===== src/rtl/stage1_pkg.sv =====
`default_nettype none
// +----------------------------------------------------------------------------+
// | Package : stage1_pkg                                                       |
// | Shared constants for the stage-1 SVM kernel datapath: sequencer state      |
// | encoding, default vector geometry and a width helper.                      |
// | Revision: 1.0  initial release                                             |
// +----------------------------------------------------------------------------+
package stage1_pkg;

  localparam int NUM_OF_PIXELS_DEF = 30;
  localparam int NUM_OF_SV_DEF     = 10;

  localparam int STATE_W = 3;
  typedef logic [STATE_W-1:0] state_t;

  localparam state_t S_IDLE  = 3'd0;
  localparam state_t S_CLEAR = 3'd1;
  localparam state_t S_FETCH = 3'd2;
  localparam state_t S_DRAIN = 3'd3;
  localparam state_t S_LOAD  = 3'd4;
  localparam state_t S_SHIFT = 3'd5;
  localparam state_t S_DONE  = 3'd6;

  // Index width for a count of n items, never narrower than one bit.
  function automatic int clog2_min1(input int n);
    return (n > 1) ? $clog2(n) : 1;
  endfunction

endpackage
`default_nettype wire


===== src/rtl/stage1_seq_ctrl_valid_delay.sv =====
`default_nettype none
// +----------------------------------------------------------------------------+
// | Module  : valid_delay                                                      |
// | Reset-clearable shift register of DEPTH stages, W bits wide. Used to line  |
// | up the fetch strobes with pixel data arriving from the RAMs.               |
// | Ports   : clk, rst   clock / synchronous active-high reset                 |
// |           d_i [W]    strobe vector in                                      |
// |           q_o [W]    strobe vector delayed by DEPTH cycles                 |
// | Revision: 1.0  initial release                                             |
// +----------------------------------------------------------------------------+
module valid_delay #(
  parameter int DEPTH = 1,
  parameter int W     = 2
) (
  input  logic         clk,
  input  logic         rst,
  input  logic [W-1:0] d_i,
  output logic [W-1:0] q_o
);

  logic [DEPTH-1:0][W-1:0] pipe_q;

  generate
    if (DEPTH == 1) begin : g_single
      always_ff @(posedge clk) begin
        if (rst) pipe_q <= '0;
        else     pipe_q <= d_i;
      end
    end else begin : g_multi
      always_ff @(posedge clk) begin
        if (rst) pipe_q <= '0;
        else     pipe_q <= {pipe_q[DEPTH-2:0], d_i};
      end
    end
  endgenerate

  assign q_o = pipe_q[DEPTH-1];

endmodule
`default_nettype wire


===== src/rtl/stage1_seq_ctrl.sv =====
`default_nettype none
// +----------------------------------------------------------------------------+
// | Module  : stage1_seq_ctrl                                                  |
// | Sequencer for the stage-1 SVM kernel: clears the MAC slices, fetches one   |
// | pixel per cycle, waits out RAM+MAC latency, loads the kernel shift chain   |
// | and streams NUM_OF_SV results over a valid/ready handshake.                |
// | Ports   : clk, rst              clock / synchronous active-high reset      |
// |           start                 request a classification (IDLE only)       |
// |           busy                  high outside IDLE                          |
// |           rd_en, pix_addr       RAM read strobe and shared pixel index     |
// |           mac_clr/mac_en/last   MAC control, aligned to RAM data           |
// |           shift_load, shift_en  kernel shift-chain control                 |
// |           k_valid, k_ready      handshake for the chain head value         |
// |           k_idx                 SV index of the head value                 |
// |           done                  one-cycle completion pulse                 |
// | Revision: 1.0  initial release                                             |
// +----------------------------------------------------------------------------+
module stage1_seq_ctrl
  import stage1_pkg::*;
#(
  parameter int NUM_OF_PIXELS = NUM_OF_PIXELS_DEF,
  parameter int NUM_OF_SV     = NUM_OF_SV_DEF,
  parameter int RAM_LAT       = 1,
  parameter int MAC_LAT       = 3,
  parameter int ADDR_W        = clog2_min1(NUM_OF_PIXELS),
  parameter int IDX_W         = clog2_min1(NUM_OF_SV)
) (
  input  logic              clk,
  input  logic              rst,
  input  logic              start,
  output logic              busy,
  output logic              rd_en,
  output logic [ADDR_W-1:0] pix_addr,
  output logic              mac_clr,
  output logic              mac_en,
  output logic              mac_last,
  output logic              shift_load,
  output logic              shift_en,
  output logic              k_valid,
  input  logic              k_ready,
  output logic [IDX_W-1:0]  k_idx,
  output logic              done
);

  localparam int DRAIN_CYC = RAM_LAT + MAC_LAT;
  localparam int DRAIN_W   = clog2_min1(DRAIN_CYC);

  localparam logic [ADDR_W-1:0]  PIX_LAST   = ADDR_W'(NUM_OF_PIXELS - 1);
  localparam logic [IDX_W-1:0]   SV_LAST    = IDX_W'(NUM_OF_SV - 1);
  localparam logic [DRAIN_W-1:0] DRAIN_INIT = DRAIN_W'(DRAIN_CYC - 1);

  state_t             state_q, state_d;
  logic [ADDR_W-1:0]  pix_addr_q, pix_addr_d;
  logic [DRAIN_W-1:0] drain_q, drain_d;
  logic [IDX_W-1:0]   k_idx_q, k_idx_d;
  logic               busy_q, busy_d;
  logic               rd_en_q, rd_en_d;
  logic               mac_clr_q, mac_clr_d;
  logic               shift_load_q, shift_load_d;
  logic               k_valid_q, k_valid_d;
  logic               done_q, done_d;
  logic               fetch_last;
  logic [1:0]         strobe_dly;

  // Accept is combinational so the head can advance in the same cycle.
  assign shift_en = k_valid_q & k_ready;

  // State register
  always_ff @(posedge clk) begin
    if (rst) state_q <= S_IDLE;
    else     state_q <= state_d;
  end

  // Next-state logic
  always_comb begin
    state_d = state_q;
    case (state_q)
      S_IDLE:  if (start) state_d = S_CLEAR;
      S_CLEAR: state_d = S_FETCH;
      S_FETCH: if (pix_addr_q == PIX_LAST) state_d = S_DRAIN;
      S_DRAIN: if (drain_q == '0) state_d = S_LOAD;
      S_LOAD:  state_d = S_SHIFT;
      S_SHIFT: if (shift_en && (k_idx_q == SV_LAST)) state_d = S_DONE;
      S_DONE:  state_d = S_IDLE;
      default: state_d = S_IDLE;
    endcase
  end

  // Output/counter logic: decoded from the next state so every strobe is
  // registered yet still lines up with the state it belongs to.
  always_comb begin
    busy_d       = (state_d != S_IDLE);
    mac_clr_d    = (state_d == S_CLEAR);
    rd_en_d      = (state_d == S_FETCH);
    shift_load_d = (state_d == S_LOAD);
    k_valid_d    = (state_d == S_SHIFT);
    done_d       = (state_d == S_DONE);

    // Pixel index starts at 0 on FETCH entry and is parked at 0 otherwise.
    pix_addr_d = '0;
    if ((state_q == S_FETCH) && (state_d == S_FETCH))
      pix_addr_d = pix_addr_q + ADDR_W'(1);

    drain_d = '0;
    if (state_d == S_DRAIN)
      drain_d = (state_q == S_DRAIN) ? drain_q - DRAIN_W'(1) : DRAIN_INIT;

    k_idx_d = '0;
    if ((state_q == S_SHIFT) && (state_d == S_SHIFT))
      k_idx_d = shift_en ? k_idx_q + IDX_W'(1) : k_idx_q;
  end

  always_ff @(posedge clk) begin
    if (rst) begin
      pix_addr_q   <= '0;
      drain_q      <= '0;
      k_idx_q      <= '0;
      busy_q       <= 1'b0;
      rd_en_q      <= 1'b0;
      mac_clr_q    <= 1'b0;
      shift_load_q <= 1'b0;
      k_valid_q    <= 1'b0;
      done_q       <= 1'b0;
    end else begin
      pix_addr_q   <= pix_addr_d;
      drain_q      <= drain_d;
      k_idx_q      <= k_idx_d;
      busy_q       <= busy_d;
      rd_en_q      <= rd_en_d;
      mac_clr_q    <= mac_clr_d;
      shift_load_q <= shift_load_d;
      k_valid_q    <= k_valid_d;
      done_q       <= done_d;
    end
  end

  // The read strobe and its last-pixel qualifier travel together so that
  // mac_en/mac_last meet the pixel data coming out of the RAMs.
  assign fetch_last = rd_en_q & (pix_addr_q == PIX_LAST);

  valid_delay #(
    .DEPTH (RAM_LAT),
    .W     (2)
  ) u_valid_delay (
    .clk (clk),
    .rst (rst),
    .d_i ({rd_en_q, fetch_last}),
    .q_o (strobe_dly)
  );

  assign mac_en     = strobe_dly[1];
  assign mac_last   = strobe_dly[0];
  assign busy       = busy_q;
  assign rd_en      = rd_en_q;
  assign pix_addr   = pix_addr_q;
  assign mac_clr    = mac_clr_q;
  assign shift_load = shift_load_q;
  assign k_valid    = k_valid_q;
  assign k_idx      = k_idx_q;
  assign done       = done_q;

endmodule
`default_nettype wire


===== config.mk =====
export PLATFORM = sky130hd
export DESIGN_NAME = stage1_seq_ctrl
export DESIGN_NICKNAME = d
export VERILOG_FILES = /design/src/rtl/stage1_pkg.sv /design/src/rtl/stage1_seq_ctrl_valid_delay.sv /design/src/rtl/stage1_seq_ctrl.sv
export SDC_FILE = /design/constraint.sdc
export NUM_CORES = 1
export LEC_CHECK = 0
export ABC_AREA = 0
export CAP_MARGIN = 20
export CELL_PAD_IN_SITES_DETAIL_PLACEMENT = 0
export CELL_PAD_IN_SITES_GLOBAL_PLACEMENT = 1
export CORE_AREA = 2 2 53 55
export CTS_CLUSTER_SIZE = 30
export DETAILED_ROUTE_END_ITERATION = 10
export DIE_AREA = 0 0 55 57
export DONT_BUFFER_PORTS = 1
export GPL_TIMING_DRIVEN = 0
export PLACE_DENSITY_LB_ADDON = 0.3
export SETUP_SLACK_MARGIN = 0.02
export SYNTH_ARGS = -nofsm -noshare
export SYNTH_HDL_FRONTEND = slang
export SYNTH_SLANG_ARGS = --single-unit

===== constraint.sdc =====
create_clock -name clk -period 1.58 [get_ports clk]
set_input_delay 0.158 -clock clk [delete_from_list [all_inputs] [get_ports clk]]
set_output_delay 0.158 -clock clk [all_outputs]
set_load 0.02 [all_outputs]

# --- Word-level counts from Yosys, hierarchy flattened ---
# Index checks and enable logic that the tools add are counted.
# Widths: inputs -> output; s select.
word_totals:
  regBits: 22
  input_bits: 4
classes:
  addsub: 3
  n_eq_ne: 13
  n_mux: 6
  bitwise: 5
  n_reduce_logical: 9
op_table:
  columns: ["cell", "count"]
  rows:
  - ["$pmux 3 s6", 1]
  - ["$eq 3x3->1 const B", 5]
  - ["$eq 3x2->1 const B", 4]
  - ["$mux 3", 4]
  - ["$eq 3x1->1 const B", 2]
  - ["$reduce_or 2->1", 3]
  - ["$add 5x1->5 const B", 1]
  - ["$eq 5x5->1 const B", 1]
  - ["$add 4x1->4 const B", 1]
  - ["$eq 4x4->1 const B", 1]
  - ["$logic_and 1x1->1", 3]
  - ["$logic_not 3->1", 1]
  - ["$not 1->1", 3]
  - ["$reduce_bool 3->1", 1]
  - ["$and 1x1->1", 2]
  - ["$logic_not 2->1", 1]
  - ["$mux 2", 1]
  - ["$sub 2x1->2 const B", 1]

# --- Longest topological paths before layout ---
# Gate-level depths: netlist of the first run.
depth:
  word_depth: 8
  depth_mapped: 5
  depth_no_buf: 5

# --- Cells and area by module ---
# From an unflattened synthesis of the first run, not the netlist that was laid out.
hier_totals:
  hier_cells: 99
  hier_area_um2: 997.2
modules_own_cells:
  columns: ["module", "instances", "cells_each", "area_each_um2", "seq_area_each_um2"]
  rows:
  - ["stage1_seq_ctrl", 1, 95, 944.7, 400.4]
  - ["valid_delay", 1, 4, 52.6, 40.0]

# --- Worst setup path before layout of the first run ---
# OpenSTA, ideal clock, no wires.
synth_path:
  path_kind: "reg2reg"
  start: "register k_idx_q[0] (netlist: k_idx[0])"
  end: "register state_q[1]"
  arrival_ps: 1204
  setup_slack_ps: 288
  path_stages_with_launch: 5
  period_less_slack_ps: 1292
  path_cell_list: "dfxtp_1 ha_1 nand4b_4 o31a_1 nor4_2"
synth_between:
  elab_chain_cells: 4
synth_lines:
  columns: ["item", "line", "rtl"]
  rows:
  - ["from (decl)", "stage1_seq_ctrl.sv:55", "logic [IDX_W-1:0] k_idx_q, k_idx_d;"]
  - ["from (signal assigned)", "stage1_seq_ctrl.sv:127", "k_idx_q <= k_idx_d;"]
  - ["$eq 4x4->1", "stage1_seq_ctrl.sv:83", "S_SHIFT: if (shift_en && (k_idx_q == SV_LAST)) state_d = S_DONE;"]
  - ["$logic_and 1x1->1", "stage1_seq_ctrl.sv:83", null]
  - ["$mux 3", "stage1_seq_ctrl.sv:83", null]
  - ["$pmux 3 s6", "stage1_seq_ctrl.sv:77", "case (state_q)"]
  - ["to (signal assigned)", "stage1_seq_ctrl.sv:71", "else state_q <= state_d;"]
  - ["to (decl)", "stage1_seq_ctrl.sv:52", "state_t state_q, state_d;"]
# No other way between the ends.
# A chain may end at the register's enable or synchronous reset.

# --- Final worst setup path of the first run ---
layout_path:
  start: "register k_valid_q (netlist: k_valid)"
  end: "output port shift_en"
layout_between:
  elab_chain_cells: 1
layout_lines:
  columns: ["item", "line", "rtl"]
  rows:
  - ["from (decl)", "stage1_seq_ctrl.sv:60", "logic k_valid_q, k_valid_d;"]
  - ["from (signal assigned)", "stage1_seq_ctrl.sv:132", "k_valid_q <= k_valid_d;"]
  - ["$and 1x1->1", "stage1_seq_ctrl.sv:66", "assign shift_en = k_valid_q & k_ready;"]
  - ["to (decl)", "stage1_seq_ctrl.sv:38", "output logic shift_en,"]
# No other way between the ends.

==> impl_metrics.yaml, run 1 <==
run_status:
  run_status: "complete, no violations"
layout:
  finish.instance_area_sq_um: 1060
  final_net_count: 111
  area_growth_pct: 8.73
  drive_above_1_share_pct: 16.8
  final_cells: 132
  antenna_cells: 0
sta:
  max_freq_mhz: 701
  maxSlewViolCount: 0
  skew_ps: 4.19
  max_slew.worst_pin.slew_ps: 364
  final-setup-viol-count: 0
  rsz0062_at_grt: "no"
  min_period_ps: 1430
  fin_tns_setup_ps: 0
  hold-worst-slack_ps: 30.7
  max_slew_margin_pct: 75.7
  min_period_over_period_pct: 90.3
  final_hold_vios: 0
die:
  floorplan.rows: 19
  placeableCoreArea_sq_um: 2620
  starting_density_of_the_core_pct: 37.3
  design.portCount: 22
  y_dimension_of_the_die_um: 57
  die_width_um: 55
  die_footprint_sq_um: 3140
place:
  portBuffers: 0
  post-place-cells: 127
  post-dp-hpwl_mm: 1.30
  placement.cell_area_sq_um: 1010
  finalWeightedCongestion: 0.657
clock_tree:
  clock_tree_buf_depth: 2
  h-tree-depth: 1
  cts_inserted_buffers: 3
  clkSinkCount: 22
  root_buffer: "sky130_fd_sc_hd__clkbuf_4"
  number_of_gates_resized_after_cts: 0
  insertion_delay_ps: 310
  tritoncts_clock_tree: "yes"
  path_clk_slew_ps: 130
yosys:
  syn_area_per_cell_sq_um: 10.2
  yosys_register_bits: 22
  post_synth_inst_count: 96
  mappedNetlistNets: 105
  ys_seq_area_share_pct: 45.2
  synth_cell_type_count: 38
  mappedNetlistArea_sq_um: 975
  synthesis.yosys.warnings: 0
route:
  drt_pass1_iterations: 4
  met2_length_um: 892
  dr_total_vias: 676
  highest_layer: "met4"
  drc: 0
  met1Wirelength_um: 748
  postRouteAntennaNets: 0
  totalWireLength_mm: 1.77
  met3_length_um: 101
  drt-initial-drc-count: 6
  routed_via_density: 5.12
  detailed_route_wire_length_per_cell_um: 13.4
setup_path:
  critical_path.top_delay_family: "flip-flops"
  crit_arrival_ps: 1270
  cp_data_required_time_ps: 1420
  cp_cell_sequence: "nand2_2 -> inv_1"
  cpMaxStageDelayCell: "sky130_fd_sc_hd__dfxtp_1"
  endpoint_kind: "primary output"
  timing.critical_path.from_type: "register"
  cpPeakStageDelay_ps: 530
  cp_buf_inv_count: 1
  worstPathMaxFanout: 8
  timing.setup.critical_path_class: "register to primary output"
global_route:
  grt_first_pass_wirelength_mm: 2.96
  globalRoute.totalOverflow: 0
  largest_net_degree_at_the_start_of_global_routing: 13
  grt.total_usage_pct: 12.9
  via_count_of_the_first_global_routing_pass: 683
  grt_antenna_before_repair: 0
flow_run:
  max_cap_violations: 0
power_and_ir_drop:
  power-per-cell-area_nw_per_um2: 937
  leakage_nw: 0.439
  worst_ir_drop_vdd_mv: 0.450
worst_hold_path:
  hold_path.class: "input port to register"
## synth_stat cells
library cell               number  share of area [%]
sky130_fd_sc_hd__nor2_1        14                5.4
sky130_fd_sc_hd__dfxtp_1       22                 45
sky130_fd_sc_hd__nand2b_1       1               0.64
sky130_fd_sc_hd__nand4b_1       1               0.90
sky130_fd_sc_hd__a21oi_1        4                2.1
sky130_fd_sc_hd__and4_1         1               0.90
sky130_fd_sc_hd__nor2b_1        2                1.3
sky130_fd_sc_hd__xnor2_1        1               0.90
sky130_fd_sc_hd__and4bb_1       1                1.3
sky130_fd_sc_hd__and2_1         1               0.64
sky130_fd_sc_hd__nor3_1         2                1.0
sky130_fd_sc_hd__nand3_1        5                2.6
sky130_fd_sc_hd__a221oi_1       1               0.90
sky130_fd_sc_hd__and2b_1        1               0.77
sky130_fd_sc_hd__o21ai_0        1               0.51
sky130_fd_sc_hd__o31a_1         1               0.90
sky130_fd_sc_hd__o21ai_2        1               0.90
sky130_fd_sc_hd__nand4_1        1               0.64
sky130_fd_sc_hd__and3b_1        1               0.90
sky130_fd_sc_hd__nand2_2        1               0.64
sky130_fd_sc_hd__buf_2          1               0.51
sky130_fd_sc_hd__ha_1           5                6.4
sky130_fd_sc_hd__nor2_2         1               0.64
sky130_fd_sc_hd__nand4b_4       1                2.4
sky130_fd_sc_hd__o32ai_1        1               0.90
sky130_fd_sc_hd__buf_4          1               0.77
sky130_fd_sc_hd__or2_1          1               0.64
sky130_fd_sc_hd__nor4_2         1                1.3
sky130_fd_sc_hd__inv_1          5                1.9
sky130_fd_sc_hd__or3_1          1               0.64
sky130_fd_sc_hd__o21a_1         2                1.5
sky130_fd_sc_hd__nand2b_4       1                1.4
sky130_fd_sc_hd__buf_6          2                2.3
sky130_fd_sc_hd__a221oi_2       1                1.5
sky130_fd_sc_hd__nor3b_2        1                1.3
sky130_fd_sc_hd__xor2_1         4                3.6
sky130_fd_sc_hd__a211oi_2       1                1.3
sky130_fd_sc_hd__and3_1         3                1.9
## cell usage in the layout (no fill, tap or decap), drive strengths merged, types with 2 or more instances in the layout
master | netlist | final
a21oi | 4 | 4
dfxtp | 22 | 22
nor2b | 2 | 2
inv | 5 | 5
a221oi | 2 | 2
clkbuf | 0 | 4
xor2 | 4 | 4
nor2 | 15 | 15
buf | 4 | 4
o21ai | 2 | 2
and3 | 3 | 3
nand4b | 2 | 2
ha | 5 | 5
nand3 | 5 | 5
nor3 | 2 | 2
o21a | 2 | 2
nand2b | 2 | 2
## where the power goes
part	switching [mW]	internal, mW	total [mW]
Clock	0.177	0.141	0.318
Sequential	0.0228	0.572	0.594
Combinational	0.0429	0.0378	0.0807
Total	0.242	0.750	0.992
## final timing paths
path	from	end	slack [ps]	depth (start not counted)
max	k_valid	shift_en	150	2
min	start	busy	30	2
min reg2reg	drain_q[0]	drain_q[0]	560	2
max reg2reg	k_idx[0]	state_q[1]	160	4
## per-layer routing
metal  vias up  GRT usage, %
li1        340             -
met1       318          15.6
met2        14          21.6
met3         4          2.88
met4         0          5.23
met5         -             0
## what timing repair did
action                                  in CTS  in global routing
hold buffers                                 1                  0
buffers inserted                             0                  0
endpoints found under the setup margin       0                  0
hold endpoints to repair                     1                  0
## sequential cells by signal (all words and copies together), names as in the netlist, 2 cells and up
name / cells
pix_addr: 5
k_idx: 4
state_q: 3
drain_q: 2
u_valid_delay.q_o: 2
## through the flow
stage	util [%]	setup WS (ps)	total power, mW
CTS	40.5	141	1.00
detailed placement	38.8	180	0.686
global route	40.5	70.9	1.04
global placement	38.8	202	0.685
finish	40.5	153	0.992
floorplan	-	288	0.671
## cells by family (layout without fill, tap and decap cells)
logic type / count (synthesis) / count (layout) / synth area share [%]
AND/OR/NAND/NOR: 42 / 42 / 27.9
flip-flops: 22 / 22 / 45.2
AO/OA/AOI/OAI: 13 / 13 / 10.5
buffers and inverters: 9 / 14 / 5.52
adder cells (fa/ha/maj): 5 / 5 / 6.42
XOR/XNOR: 5 / 5 / 4.49
## cell type report
| type | instances | area (sq um) |
|---|---|---|
| inverter | 5 | 18.8 |
| tap | 31 | 38.8 |
| sequential | 22 | 440 |
| multi-input combinational | 65 | 480 |
| buffer | 4 | 35.0 |
| timing repair buffer | 1 | 10.0 |
| clock buffer | 4 | 36.3 |
| fill | 275 | 1560 |
Power figures use the tool's default switching activity.
==> run 2, diff against run 1 <==
==> constraint.sdc (replaced) <==
create_clock -name clk -period 1.4 [get_ports clk]
set_input_delay 0.14 -clock clk [delete_from_list [all_inputs] [get_ports clk]]
set_output_delay 0.14 -clock clk [all_outputs]
set_load 0.02 [all_outputs]
==> impl_metrics.yaml, run 2 (same netlist as run 1, synthesis figures left out) <==
die:
  die_width_um: 55
  starting_density_of_the_core_pct: 37.3
  die_footprint_sq_um: 3140
  y_dimension_of_the_die_um: 57
  floorplan.rows: 19
  placeableCoreArea_sq_um: 2620
  design.portCount: 22
power_and_ir_drop:
  pwr-share-clk_pct: 32.0
  leakage_nw: 0.442
  p_int_mw: 0.847
  worst_ir_drop_vdd_mv: 0.508
  share_comb_of_total_power_pct: 8.1
  power.switching_fraction_pct: 24.4
  power-per-cell-area_nw_per_um2: 1050
  net-switching-power_mw: 0.274
  share_of_total_power_in_sequential_cells_pct: 59.9
setup_path:
  critical_path.top_delay_family: "flip-flops"
  cpPeakStageDelay_ps: 460
  cp_buf_inv_count: 0
  cp_data_required_time_ps: 1640
  cpMaxStageDelayCell: "sky130_fd_sc_hd__dfxtp_2"
  cp_cell_sequence: "ha_1 -> nand4b_4 -> o31a_1 -> nor4_2"
  timing.setup.critical_path_class: "register to register"
  timing.critical_path.from_type: "register"
  crit_arrival_ps: 1520
  endpoint_kind: "register"
  worstPathMaxFanout: 5
place:
  finalWeightedCongestion: 0.657
  portBuffers: 0
  post-dp-hpwl_mm: 1.30
global_route:
  gr_met3_demand_resource_pct: 2.88
  globalRoute.totalOverflow: 0
  largest_net_degree_at_the_start_of_global_routing: 13
  grtUsageMet1_pct: 15.6
  grt_most_used_layer: "met2"
  grt_antenna_before_repair: 0
  grt.met2_usage_pct: 21.6
  grt.total_usage_pct: 12.9
  via_count_of_the_first_global_routing_pass: 683
  grt_first_pass_wirelength_mm: 2.96
sta:
  min_period_over_period_pct: 91.9
  maxSlewViolCount: 0
  final-setup-viol-count: 0
  max_slew.worst_pin.slew_ps: 364
  max_freq_mhz: 777
  min_period_ps: 1290
  skew_ps: 4.19
  max_slew_margin_pct: 75.7
  rsz0062_at_grt: "no"
  final_hold_vios: 0
  fin_tns_setup_ps: 0
route:
  routed_via_density: 5.12
  drt_pass1_iterations: 4
  totalWireLength_mm: 1.77
  detailed_route_wire_length_per_cell_um: 13.4
  dr_total_vias: 676
  drt-initial-drc-count: 6
  drc: 0
  postRouteAntennaNets: 0
clock_tree:
  h-tree-depth: 1
  clock_tree_buf_depth: 2
  insertion_delay_ps: 310
  path_clk_slew_ps: 130
  root_buffer: "sky130_fd_sc_hd__clkbuf_4"
  tritoncts_clock_tree: "yes"
  clkSinkCount: 22
  cts_inserted_buffers: 3
layout:
  final_util_pct: 40.8
  largest_register_ffs: 5
  final_net_count: 111
  antenna_cells: 0
  drive_above_1_share_pct: 21.8
  layout_commonest_cell: "sky130_fd_sc_hd__dfxtp_1"
  most-common-layout-cells: "sky130_fd_sc_hd__dfxtp_1 (17), sky130_fd_sc_hd__nor2_1 (14)"
  area_growth_pct: 9.37
run_status:
  run_status: "complete, no violations"
worst_hold_path:
  hold_path.class: "input port to register"
flow_run:
  max_cap_violations: 0
## run 2: cell types whose count changed in the layout (fill, tap and decap cells not counted)
cell                      before  now
sky130_fd_sc_hd__dfxtp_1      22   17
sky130_fd_sc_hd__dfxtp_2       0    5
## run 2: worst register-to-register path, delay by kind of cell, from the launching register on
kind / cells / cell delay (ps)
AOI/OAI and AO/OA: 1 / 270
adders and majority gates: 1 / 240
and+or+nand+nor: 2 / 250
DFF: 1 / 460
## run 2: power by group through the flow
| stage | clock network, mW | logic, mW | registers, mW |
|---|---|---|---|
| 2_1_floorplan | 0 | 0.0749 | 0.682 |
| 3_3_place_gp | 0 | 0.0887 | 0.685 |
| 3_5_place_dp | 0 | 0.0887 | 0.686 |
| 4_1_cts | 0.369 | 0.0915 | 0.672 |
| 5_1_grt | 0.396 | 0.103 | 0.674 |
| 6_report | 0.358 | 0.0910 | 0.671 |
## run 2: per-stage QoR
| stage | hold WS (ps) | cell area, sq um | setup WS [ps] | std cells | power [mW] |
|---|---|---|---|---|---|
| after global placement | 319 | 1010 | 21.5 | 127 | 0.773 |
| after global routing | 11.6 | 1070 | 26.4 | 132 | 1.17 |
| after floorplan | 286 | 975 | 108 | 96 | 0.757 |
| final | 12.7 | 1070 | 113 | 132 | 1.12 |
| after CTS | 3.35 | 1060 | 69.3 | 132 | 1.13 |
| after detailed placement | 291 | 1010 | 0.105 | 127 | 0.774 |
## run 2: path summary, 6_finish.rpt
kind	startpoint	to	slack, ps	depth (start not counted)
min reg2reg	pix_addr[0]	pix_addr[0]	530	1
max	k_idx[0]	state_q[1]	110	4
min	start	busy	10	2
max reg2reg	k_idx[0]	state_q[1]	110	4
## run 2: final cells by class
class	count	area [sq um]
multi-input cells	65	480
fillers	272	1550
well taps	31	38.8
flip-flops and latches	22	447
plain buffers	4	35.0
clock buffers	4	36.3
repair buffers	1	10.0
inverters	5	18.8
## run 2: metal layers
layer,wire (um),part of all wire [%]
met3,101,5.7
met1,748,42
met5,0,0
met4,30,1.7
met2,892,50
## run 2: what timing repair did
action,4_1_cts,5_1_grt
endpoints found under the hold margin,1,0
buffers inserted,0,0
setup endpoints to repair,7,2
hold buffers,1,0
gates resized for setup,4,1
==> run 3, diff against run 2 <==
--- a/config.mk
+++ b/config.mk
@@ -5,14 +5,14 @@
 export SDC_FILE = /design/constraint.sdc
 export NUM_CORES = 1
 export LEC_CHECK = 0
-export ABC_AREA = 0
+export ABC_AREA = 1
 export CAP_MARGIN = 20
 export CELL_PAD_IN_SITES_DETAIL_PLACEMENT = 0
 export CELL_PAD_IN_SITES_GLOBAL_PLACEMENT = 1
-export CORE_AREA = 2 2 53 55
+export CORE_AREA = 2 2 52 54
 export CTS_CLUSTER_SIZE = 30
 export DETAILED_ROUTE_END_ITERATION = 10
-export DIE_AREA = 0 0 55 57
+export DIE_AREA = 0 0 54 56
 export DONT_BUFFER_PORTS = 1
 export GPL_TIMING_DRIVEN = 0
 export PLACE_DENSITY_LB_ADDON = 0.3
==> impl_metrics.yaml, run 3 <==
clock_tree:
  path_clk_slew_ps: 120
  clock_tree_buf_depth: 2
  cts_inserted_buffers: 3
  root_buffer: "sky130_fd_sc_hd__clkbuf_4"
  insertion_delay_ps: 300
  clkSinkCount: 22
  h-tree-depth: 1
  tritoncts_clock_tree: "yes"
setup_path:
  r2r_cells: 9
  crit_arrival_ps: 1590
  r2r_setup_slack_ps: 50
  worstPathMaxFanout: 5
  worstReg2RegStart: "pix_addr[1]"
  critical_path.top_delay_family: "simple AND/OR/NAND/NOR gates"
  cpPeakStageDelay_ps: 420
  timing.critical_path.from_type: "register"
  cp_data_required_time_ps: 1640
  endpoint_kind: "register"
  critPathMostFrequentCell: "sky130_fd_sc_hd__nor2_4"
  crit-reg2reg-capture: "pix_addr[1]"
  cpMaxStageDelayCell: "sky130_fd_sc_hd__dfxtp_4"
  timing.setup.critical_path_class: "register to register"
  cp_cell_sequence: "inv_2 -> ha_4 -> nand2_4 -> nor2_4 -> nand2_2 -> nand3_2 -> nor2_4 -> nand4_4 -> nor2_1"
  cp_buf_inv_count: 1
sta:
  maxSlewViolCount: 0
  max_slew.worst_pin.slew_ps: 447
  min_period_over_period_pct: 96.1
  final-setup-viol-count: 0
  min_period_ps: 1350
  max_freq_mhz: 743
  rsz0062_at_grt: "yes"
  fin_tns_setup_ps: 0
  final_hold_vios: 0
  skew_ps: 4.63
  max_slew_margin_pct: 70.2
route:
  drc: 0
  totalWireLength_mm: 1.67
  dr_total_vias: 708
  postRouteAntennaNets: 0
  drt_pass1_iterations: 4
  routed_via_density: 4.69
  detailed_route_wire_length_per_cell_um: 11.1
  drt-initial-drc-count: 4
power_and_ir_drop:
  power.switching_fraction_pct: 23.1
  power-per-cell-area_nw_per_um2: 1080
  net-switching-power_mw: 0.290
  p_total_mw: 1.25
  worst_ir_drop_vdd_mv: 0.503
  leakage_nw: 0.492
  share_comb_of_total_power_pct: 8.4
  pwr-share-clk_pct: 38.3
  share_of_total_power_in_sequential_cells_pct: 53.4
  p_int_mw: 0.961
yosys:
  synth_ff_type: "sky130_fd_sc_hd__dfxtp_1"
  synthesis.yosys.warnings: 0
  synth_edf_count: 0
  synth_commonest_cells: "sky130_fd_sc_hd__dfxtp_1 (22), sky130_fd_sc_hd__nand2_1 (21), sky130_fd_sc_hd__nor2_1 (19), sky130_fd_sc_hd__inv_1 (16), sky130_fd_sc_hd__nand3_1 (6)"
  synth_cell_type_count: 21
  async_set_or_reset_register_ratio_after_synthesis_pct: 0
  mappedNetlistArea_sq_um: 927
  yosys_register_bits: 22
  post_synth_inst_count: 115
  mappedNetlistNets: 124
  yosys.cell_count.top_type: "sky130_fd_sc_hd__dfxtp_1"
  syn_area_per_cell_sq_um: 8.06
  post-synth-top-area-cell: "sky130_fd_sc_hd__dfxtp_1"
  ys_seq_area_share_pct: 47.5
  yosys-top-cells-area: "sky130_fd_sc_hd__dfxtp_1 (48%), sky130_fd_sc_hd__nand2_1 (8.5%), sky130_fd_sc_hd__nor2_1 (7.7%)"
  yosys.area.top_type_share_pct: 47.5
place:
  placement.cell_area_sq_um: 966
  portBuffers: 0
  finalWeightedCongestion: 0.756
  post-place-cells: 145
  post-dp-hpwl_mm: 1.26
worst_hold_path:
  hold-path-cell-count: 3
  hold_path_startpoint: "k_ready"
  worstHoldEndpoint: "k_idx[1]"
  hold_path.class: "input port to register"
global_route:
  globalRoute.totalOverflow: 0
  largest_net_degree_at_the_start_of_global_routing: 14
  grtUsageMet1_pct: 13.6
  gr_met3_demand_resource_pct: 3.49
  grt_antenna_before_repair: 0
  grt.met2_usage_pct: 19.9
  grt.total_usage_pct: 12.1
  grt_first_pass_wirelength_mm: 2.66
  via_count_of_the_first_global_routing_pass: 665
  grt_most_used_layer: "met2"
layout:
  most-common-layout-cells: "sky130_fd_sc_hd__nor2_1 (14), sky130_fd_sc_hd__nand2_1 (14), sky130_fd_sc_hd__dfxtp_1 (12), sky130_fd_sc_hd__inv_1 (11), sky130_fd_sc_hd__nand2_2 (7)"
  antenna_cells: 0
  largest_register_ffs: 5
  multi_input_area_sq_um: 518
  area_growth_pct: 25.5
  finish.instance_area_sq_um: 1160
  final_util_pct: 47.8
  fillCellCount: 252
  final_net_count: 131
  drive_above_1_share_pct: 39.7
  final-seq-area_sq_um: 465
  final_cells: 151
die:
  y_dimension_of_the_die_um: 56
  die_footprint_sq_um: 3020
  starting_density_of_the_core_pct: 38.1
  die_width_um: 54
  floorplan.rows: 18
  placeableCoreArea_sq_um: 2430
  design.portCount: 22
flow_run:
  max_cap_violations: 0
run_status:
  run_status: "complete, no violations"
-- run 3: final cells by class --
cell class / instances / area share [%]
clock buffers: 3 / 1.94
repair buffers: 2 / 1.51
multi-input cells: 75 / 44.5
flip-flops and latches: 22 / 40.0
well taps: 30 / 3.23
plain buffers: 1 / 0.323
clock inverters: 1 / 2.58
inverters: 17 / 5.91
-- run 3: through the flow --
step / hold WS, ps / setup slack (ps)
6_report: 44.9 / 54.3
5_1_grt: 38.3 / -47.4
4_1_cts: 90.9 / 8.14
3_5_place_dp: 340 / -128
3_3_place_gp: 340 / -110
2_1_floorplan: 321 / 31.4
-- run 3: per-layer routing --
layer	vias to the layer above	wire, um
li1	364	-
met1	331	656
met2	11	923
met3	2	74
met4	0	18
met5	-	0
-- run 3: worst max-delay path by stage --
stage                 from          end  slack (ps)  cells after the start
3_5_place_dp   pix_addr[1]  pix_addr[0]        -130                      9
2_1_floorplan  pix_addr[1]         busy          30                     10
4_1_cts           k_idx[1]         busy           8                     12
6_report       pix_addr[1]  pix_addr[1]          50                      9
3_3_place_gp   pix_addr[1]  pix_addr[0]        -110                      9
5_1_grt           k_idx[1]         busy         -50                     12
-- run 3: power groups by stage --
stage          sequential, mW  combinational, mW  clock (mW)
2_1_floorplan           0.686             0.0666           0
3_5_place_dp            0.690             0.0792           0
4_1_cts                 0.670             0.0889       0.498
6_report                0.668              0.105       0.479
3_3_place_gp            0.690             0.0778           0
5_1_grt                 0.671              0.118       0.525
-- run 3: timing repair --
action	4_1_cts	5_1_grt
endpoints found under the setup margin	11	12
hold buffers	1	0
pin swaps	3	9
gates resized for setup	12	33
endpoints found under the hold margin	1	0
setup buffers	1	0
-- run 3: kinds of logic (layout without fill, tap and decap cells) --
| family | count (synthesis) | in the layout | synth area share [%] |
|---|---|---|---|
| and+or+nand+nor | 59 | 59 | 29.7 |
| DFF | 22 | 22 | 47.5 |
| buffers and inverters | 18 | 24 | 7.29 |
| xor gates and xnor gates | 6 | 6 | 5.67 |
| adders and majority gates | 5 | 5 | 6.75 |
| AOI/OAI and AO/OA | 5 | 5 | 3.10 |
-- run 3: worst register-to-register path, cell delays in order (launching register included) --
cell,delay [ps]
sky130_fd_sc_hd__dfxtp_4,420
sky130_fd_sc_hd__inv_2,60
sky130_fd_sc_hd__ha_4,150
sky130_fd_sc_hd__nand2_4,60
sky130_fd_sc_hd__nor2_4,40
sky130_fd_sc_hd__nand2_2,70
sky130_fd_sc_hd__nand3_2,80
sky130_fd_sc_hd__nor2_4,160
sky130_fd_sc_hd__nand4_4,130
sky130_fd_sc_hd__nor2_1,120
